$ cat config.mk
export PLATFORM = sky130hd
export DESIGN_NAME = regfile_read_port
export DESIGN_NICKNAME = d
export VERILOG_FILES = /design/src/rtl/regfile_read_port.sv
export SDC_FILE = /design/constraint.sdc
export NUM_CORES = 1
export LEC_CHECK = 0
export BUFFER_PORTS_ARGS = -buffer_cell sky130_fd_sc_hd__buf_2
export CAP_MARGIN = 10
export CORE_MARGIN = 2
export CORE_UTILIZATION = 58
export CTS_CLUSTER_SIZE = 24
export DETAILED_ROUTE_END_ITERATION = 7
export PLACE_DENSITY_LB_ADDON = 0.3
export SLEW_MARGIN = 10
export SYNTH_ARGS = -nofsm -noshare
export SYNTH_HDL_FRONTEND = slang
export SYNTH_SLANG_ARGS = --single-unit
$ cat constraint.sdc
create_clock -name CLK -period 4 [get_ports CLK]
set_input_delay 0 -clock CLK [delete_from_list [all_inputs] [get_ports CLK]]
set_output_delay 0 -clock CLK [all_outputs]
set_load 0.02 [all_outputs]
$ cat src/rtl/regfile_read_port.sv
// Read side of the 8 x 16-bit register file: resolves two operands per request
// (r0 = 0, same-edge write bypass) and returns them in order through a small buffer.
module regfile_read_port #(
   parameter int DATA_W = 16,
   parameter int NREG   = 8,
   parameter int SEL_W  = 3,
   parameter int TAG_W  = 4,
   parameter int DEPTH  = 2
) (
   input  logic                         CLK,
   input  logic                         RST,
   input  logic [(NREG-1)*DATA_W-1:0]   REGS_FLAT,
   input  logic                         WR_EN,
   input  logic [SEL_W-1:0]             WR_SEL,
   input  logic [DATA_W-1:0]            WR_DATA,
   input  logic                         REQ_VALID,
   output logic                         REQ_READY,
   input  logic [SEL_W-1:0]             REQ_SA,
   input  logic [SEL_W-1:0]             REQ_SB,
   input  logic [TAG_W-1:0]             REQ_TAG,
   output logic                         RSP_VALID,
   input  logic                         RSP_READY,
   output logic [DATA_W-1:0]            RSP_A,
   output logic [DATA_W-1:0]            RSP_B,
   output logic [TAG_W-1:0]             RSP_TAG,
   output logic [$clog2(DEPTH):0]       COUNT
);

   localparam int PTR_W = $clog2(DEPTH);
   localparam int CNT_W = PTR_W + 1;
   localparam logic [CNT_W-1:0] DEPTH_C = CNT_W'(DEPTH);

   // Handshake rule for both ports: a transfer happens on a rising edge where
   // VALID and READY are both high; VALID never waits on READY.

   logic [DATA_W-1:0] r_mem_a   [DEPTH];
   logic [DATA_W-1:0] r_mem_b   [DEPTH];
   logic [TAG_W-1:0]  r_mem_tag [DEPTH];
   logic [PTR_W-1:0]  r_wr_ptr;
   logic [PTR_W-1:0]  r_rd_ptr;
   logic [CNT_W-1:0]  r_count;
   logic [DATA_W-1:0] r_rsp_a;
   logic [DATA_W-1:0] r_rsp_b;
   logic [TAG_W-1:0]  r_rsp_tag;

   logic              w_acc;
   logic              w_pop;
   logic              w_head_new;
   logic [PTR_W-1:0]  w_rd_next;
   logic [CNT_W-1:0]  w_cnt_next;
   logic [DATA_W-1:0] w_op_a;
   logic [DATA_W-1:0] w_op_b;

   // Bypass makes the snapshot equal to what the array holds after this edge.
   function automatic logic [DATA_W-1:0] f_operand(
      input logic [SEL_W-1:0]             sel,
      input logic                         wr_en,
      input logic [SEL_W-1:0]             wr_sel,
      input logic [DATA_W-1:0]            wr_data,
      input logic [(NREG-1)*DATA_W-1:0]   regs
   );
      logic [DATA_W-1:0] v;
      v = '0;
      if (sel == '0)
         v = '0;
      else if (wr_en && (wr_sel == sel))
         v = wr_data;
      else
         v = regs[(int'(sel) - 1) * DATA_W +: DATA_W];
      return v;
   endfunction

   assign REQ_READY = !RST && ((r_count < DEPTH_C) || RSP_READY);
   assign RSP_VALID = (r_count != '0);
   assign w_acc     = REQ_VALID && REQ_READY;
   assign w_pop     = RSP_VALID && RSP_READY;
   assign w_op_a    = f_operand(REQ_SA, WR_EN, WR_SEL, WR_DATA, REGS_FLAT);
   assign w_op_b    = f_operand(REQ_SB, WR_EN, WR_SEL, WR_DATA, REGS_FLAT);
   assign w_rd_next = r_rd_ptr + PTR_W'(w_pop);
   // The incoming entry becomes the head when nothing older survives this edge.
   assign w_head_new = w_acc && (r_count == CNT_W'(w_pop));

   always_comb begin
      w_cnt_next = r_count;
      if (w_acc && !w_pop)
         w_cnt_next = r_count + CNT_W'(1);
      else if (!w_acc && w_pop)
         w_cnt_next = r_count - CNT_W'(1);
   end

   always_ff @(posedge CLK) begin
      if (w_acc && !RST) begin
         r_mem_a[r_wr_ptr]   <= w_op_a;
         r_mem_b[r_wr_ptr]   <= w_op_b;
         r_mem_tag[r_wr_ptr] <= REQ_TAG;
      end
   end

   always_ff @(posedge CLK) begin
      if (RST) begin
         r_wr_ptr  <= '0;
         r_rd_ptr  <= '0;
         r_count   <= '0;
         r_rsp_a   <= '0;
         r_rsp_b   <= '0;
         r_rsp_tag <= '0;
      end else begin
         if (w_acc)
            r_wr_ptr <= r_wr_ptr + PTR_W'(1);
         r_rd_ptr <= w_rd_next;
         r_count  <= w_cnt_next;
         // Output registers track the post-edge head; when empty they keep the last pop.
         if (w_cnt_next != '0) begin
            if (w_head_new) begin
               r_rsp_a   <= w_op_a;
               r_rsp_b   <= w_op_b;
               r_rsp_tag <= REQ_TAG;
            end else begin
               r_rsp_a   <= r_mem_a[w_rd_next];
               r_rsp_b   <= r_mem_b[w_rd_next];
               r_rsp_tag <= r_mem_tag[w_rd_next];
            end
         end
      end
   end

   assign RSP_A   = r_rsp_a;
   assign RSP_B   = r_rsp_b;
   assign RSP_TAG = r_rsp_tag;
   assign COUNT   = r_count;

endmodule

==> summary.txt <==
Detailed routing
  • Vias per inst: 6.222
  • Initial DRC count: 770
  • Overall routed net length: 21290 um
  • Average wire per cell in the routed design: 19.42 um
  • Number of detailed-route iterations in the first pass: 7
  • Residual DRC count: 0
  • Remaining antenna violation count after routing: 0
  • Overall via count from detail_route: 6819

STA
  • Maximum clock frequency: 325.6 MHz
  • Post-route clock skew: roughly 0.0077 ns
  • Final worst setup slack: 0.9284 ns
  • Unrepaired setup endpoints after global routing: false
  • Max-slew violations: 0
  • Final period utilization: 0.7679
  • Endpoints failing hold: 0
  • Setup violation total in the final timing report: 0
  • Post-layout min period: 3.072 ns
  • Slew margin rel.: 0.2619
  • Tightest Pin Transition: roughly 1.1 ns
  • Sum Neg Setup Slack: 0 ns
  • Worst hold slack: 0.06678 ns

Critical path
  • CP Class: flop to flop
  • Required time of the critical path: 4.26 ns
  • Slowest stage cell on the critical path: nor3_2
  • Critical path's largest stage delay: between 0.8 and 0.9 ns
  • Register-to-register setup slack: about 0.93 ns
  • Register-to-Register Path Depth: 8
  • Worst R2R End: RSP_B[3]
  • Crit-path max FO: 15
  • List of cells traversed by the critical path: inv_1, ha_1, and2b_4, xnor2_1, nand2_1, nor3_2, a221oi_1, a211oi_2
  • Critical path launch point type: flop
  • Launch point of the worst reg-to-reg path: COUNT[1]
  • Arrival time of data at the critical path endpoint: between 3 and 4 ns
  • Critical path endpoint category: flop

Global routing
  • Pin count of the biggest net entering global routing: 49
  • Global-route congestion overflow total: 0
  • Number of global-route vias before repair: 6359
  • Aggregate global-route resource usage: 0.3179
  • Antenna violations before repair: 0
  • First-pass GRT wire length: 33110 um

Floorplanning
  • Area of the die: 13310 um^2
  • Floorplan row count: 40
  • Starting utilization of the core area: 0.5964
  • IO Pins: 186
  • Die Span Y: 115.4 um
  • X dimension of the die: 115.4 um
  • Core region area: 12060 um^2

Synth
  • Fraction of synthesized cell area taken by the top area cell type: 0.3006
  • Post-Syn Area: 7193 um^2
  • Number of warnings reported in the yosys synthesis log: 0
  • Cell type contributing the most total cell area after synthesis: edfxtp_1
  • Asr flop ratio synth: 0
  • Synthesized net count: between 900 and 1000
  • Post-synth top flop: edfxtp_1
  • Register bit total from synthesis: 112
  • Synthesized area per cell: 9.270 um^2
  • Biggest area contributors in the synthesized netlist: edfxtp_1 (30%), dfxtp_1 (11%), a21oi_1 (7.2%)
  • Synthesized instance count: 776
  • Number of different library cells in the post-synthesis netlist: 55
  • Number of enable flip-flop cells after synthesis: 72
  • Dominant cell by count in the synthesized netlist: nand2_1
  • Commonest cells in the synthesized netlist: nand2_1 (111), a21oi_1 (104), edfxtp_1 (72), nor2_1 (62), mux2i_1 (50)
  • Share of synthesized area occupied by flip-flops and latches: 0.4119

CTS
  • Clk Tree Root Cell: clkbuf_16
  • Largest buffer count on any clock path: 2
  • TritonCTS clock tree: yes
  • Worst-skew pair later-pin latency: 0.34 ns
  • TritonCTS Sinks: 112
  • Clk pin slew, worst setup/hold paths: roughly 0.070 ns
  • Setup bufs post-CTS: 0
  • Maximum level of the CTS H-tree: 3
  • Inserted Clock Buffers: 9

Pwr
  • Power density normalized to cell area: around 510 nW/um^2
  • Total power: 4.287 mW
  • Leakage dissipation: 3.538 nW
  • Peak supply drop: 0.0002857 V

Cells and area
  • Net count, final: 1074
  • Fraction of final layout cells sized beyond drive strength 1: 0.2909
  • Synthesis-to-layout area growth: 17.57%
  • Post-route standard cell area excluding fillers: 8457 um^2
  • Fill cell count: 960
  • Final core occ: 0.7011
  • Post-layout instance count excluding filler cells: approximately 1100
  • Count of antenna diodes in the layout: 0
  • Footprint of the multi-input gates: 3815 um^2
  • Total area of sequential cells: 2963 um^2

Place
  • DP Worst Slack: 1.031 ns
  • HPWL Detailed: 15200 um
  • IO buf count: approximately 190
  • DP Area: between 8000 and 9000 um^2
  • Final Wtd Congestion: 0.9563
  • # placed instances: 1076

Hold path
  • Number of stages on the worst hold path: 3
  • Launch instance of the worst min-delay path: WR_DATA[5]
  • Worst min-delay path class: primary input to flop
  • Worst min-delay path endpoint: r_mem_b[1][5]

Run status
  • Outcome: completed

Run
  • Max-Cap Viols: 0
[power by group]
part           total, mW  internal, mW  switching (mW)
Clock              0.880         0.483           0.397
Combinational       1.82         0.680            1.14
Sequential          1.58          1.46           0.123
Total               4.29          2.62            1.66
[registers in the layout, summed over array words and instances, names as in the netlist]
| register | count |
|---|---|
| COUNT | 2 |
| r_mem_b | 32 |
| RSP_A | 16 |
| r_mem_a | 32 |
| RSP_B | 16 |
| r_mem_tag | 8 |
| r_rd_ptr | 1 |
| r_wr_ptr | 1 |
| RSP_TAG | 4 |
[logic make-up after synthesis]
family	count (synthesis)	synth area share
AOI/OAI and AO/OA	272	0.2587
xor gates and xnor gates	13	0.01792
adders and majority gates	5	0.008697
buffers and inverters	93	0.06192
DFF	112	0.4119
muxes	79	0.1197
and+or+nand+nor	202	0.1212
[final cells by class]
| type | count | area share |
|---|---|---|
| Inverter | 23 | 0.01021 |
| Tap cell | 168 | 0.02486 |
| Sequential cell | 112 | 0.3503 |
| Timing Repair Buffer | 206 | 0.1293 |
| Clock buffer | 10 | 0.02708 |
| Clock inverter | 6 | 0.007102 |
| Multi-Input combinational cell | 571 | 0.4511 |
[worst max-delay path: cells and delay by family, from the launching register on]
family / cells / cell delay, ns
compound gates: 2 / 0.50
simple gates: 3 / 1.60
xor+xnor: 1 / 0.13
flops: 1 / 0.44
buf+inv: 1 / 0.08
fa+ha+maj: 1 / 0.23
[cells in the final DEF (no fill, tap or decap), drive strengths merged, types with 2 or more instances in the layout]
cell type	count
a211oi	18
a21oi	104
clkinv	4
o21ai	34
nor3	5
o211ai	5
a221oi	43
o2bb2ai	17
o221ai	14
clkbuf	10
o21a	2
a22o	13
buf	202
dlygate4sd3	4
nand2b	4
or2	2
mux2i	50
nand2	111
xnor2	10
edfxtp	72
nand3	4
mux2	26
a32o	2
ha	5
mux4	3
nor2b	7
a22oi	13
nor2	62
a31oi	2
nand4	2
inv	23
xor2	3
dfxtp	40
[how the worst max path moves through the flow]
stage                   from  cells past startpoint       endpoint  slack [ns]
floorplan           COUNT[1]                      3  r_mem_a[0][0]        1.00
global placement    COUNT[1]                      8       RSP_B[6]        1.12
detailed placement  COUNT[1]                      8       RSP_B[3]        1.03
CTS                 COUNT[1]                      8       RSP_B[3]        1.00
global route        COUNT[1]                      8       RSP_B[0]        0.76
finish              COUNT[1]                      8       RSP_B[3]        0.93
[repair_timing]
action	CTS	global route
hold endpoints to repair	8	0
hold buffers	4	0
resized for setup	0	0
[metal layers]
metal  up-vias  global-route usage  share of wire
li1       3198                   -              -
met1      3170              0.4424           0.41
met2       406              0.5119           0.47
met3        45             0.04533          0.098
met4         0              0.1076          0.029
met5         -                   0              0
(Power assumes the default switching activity.)
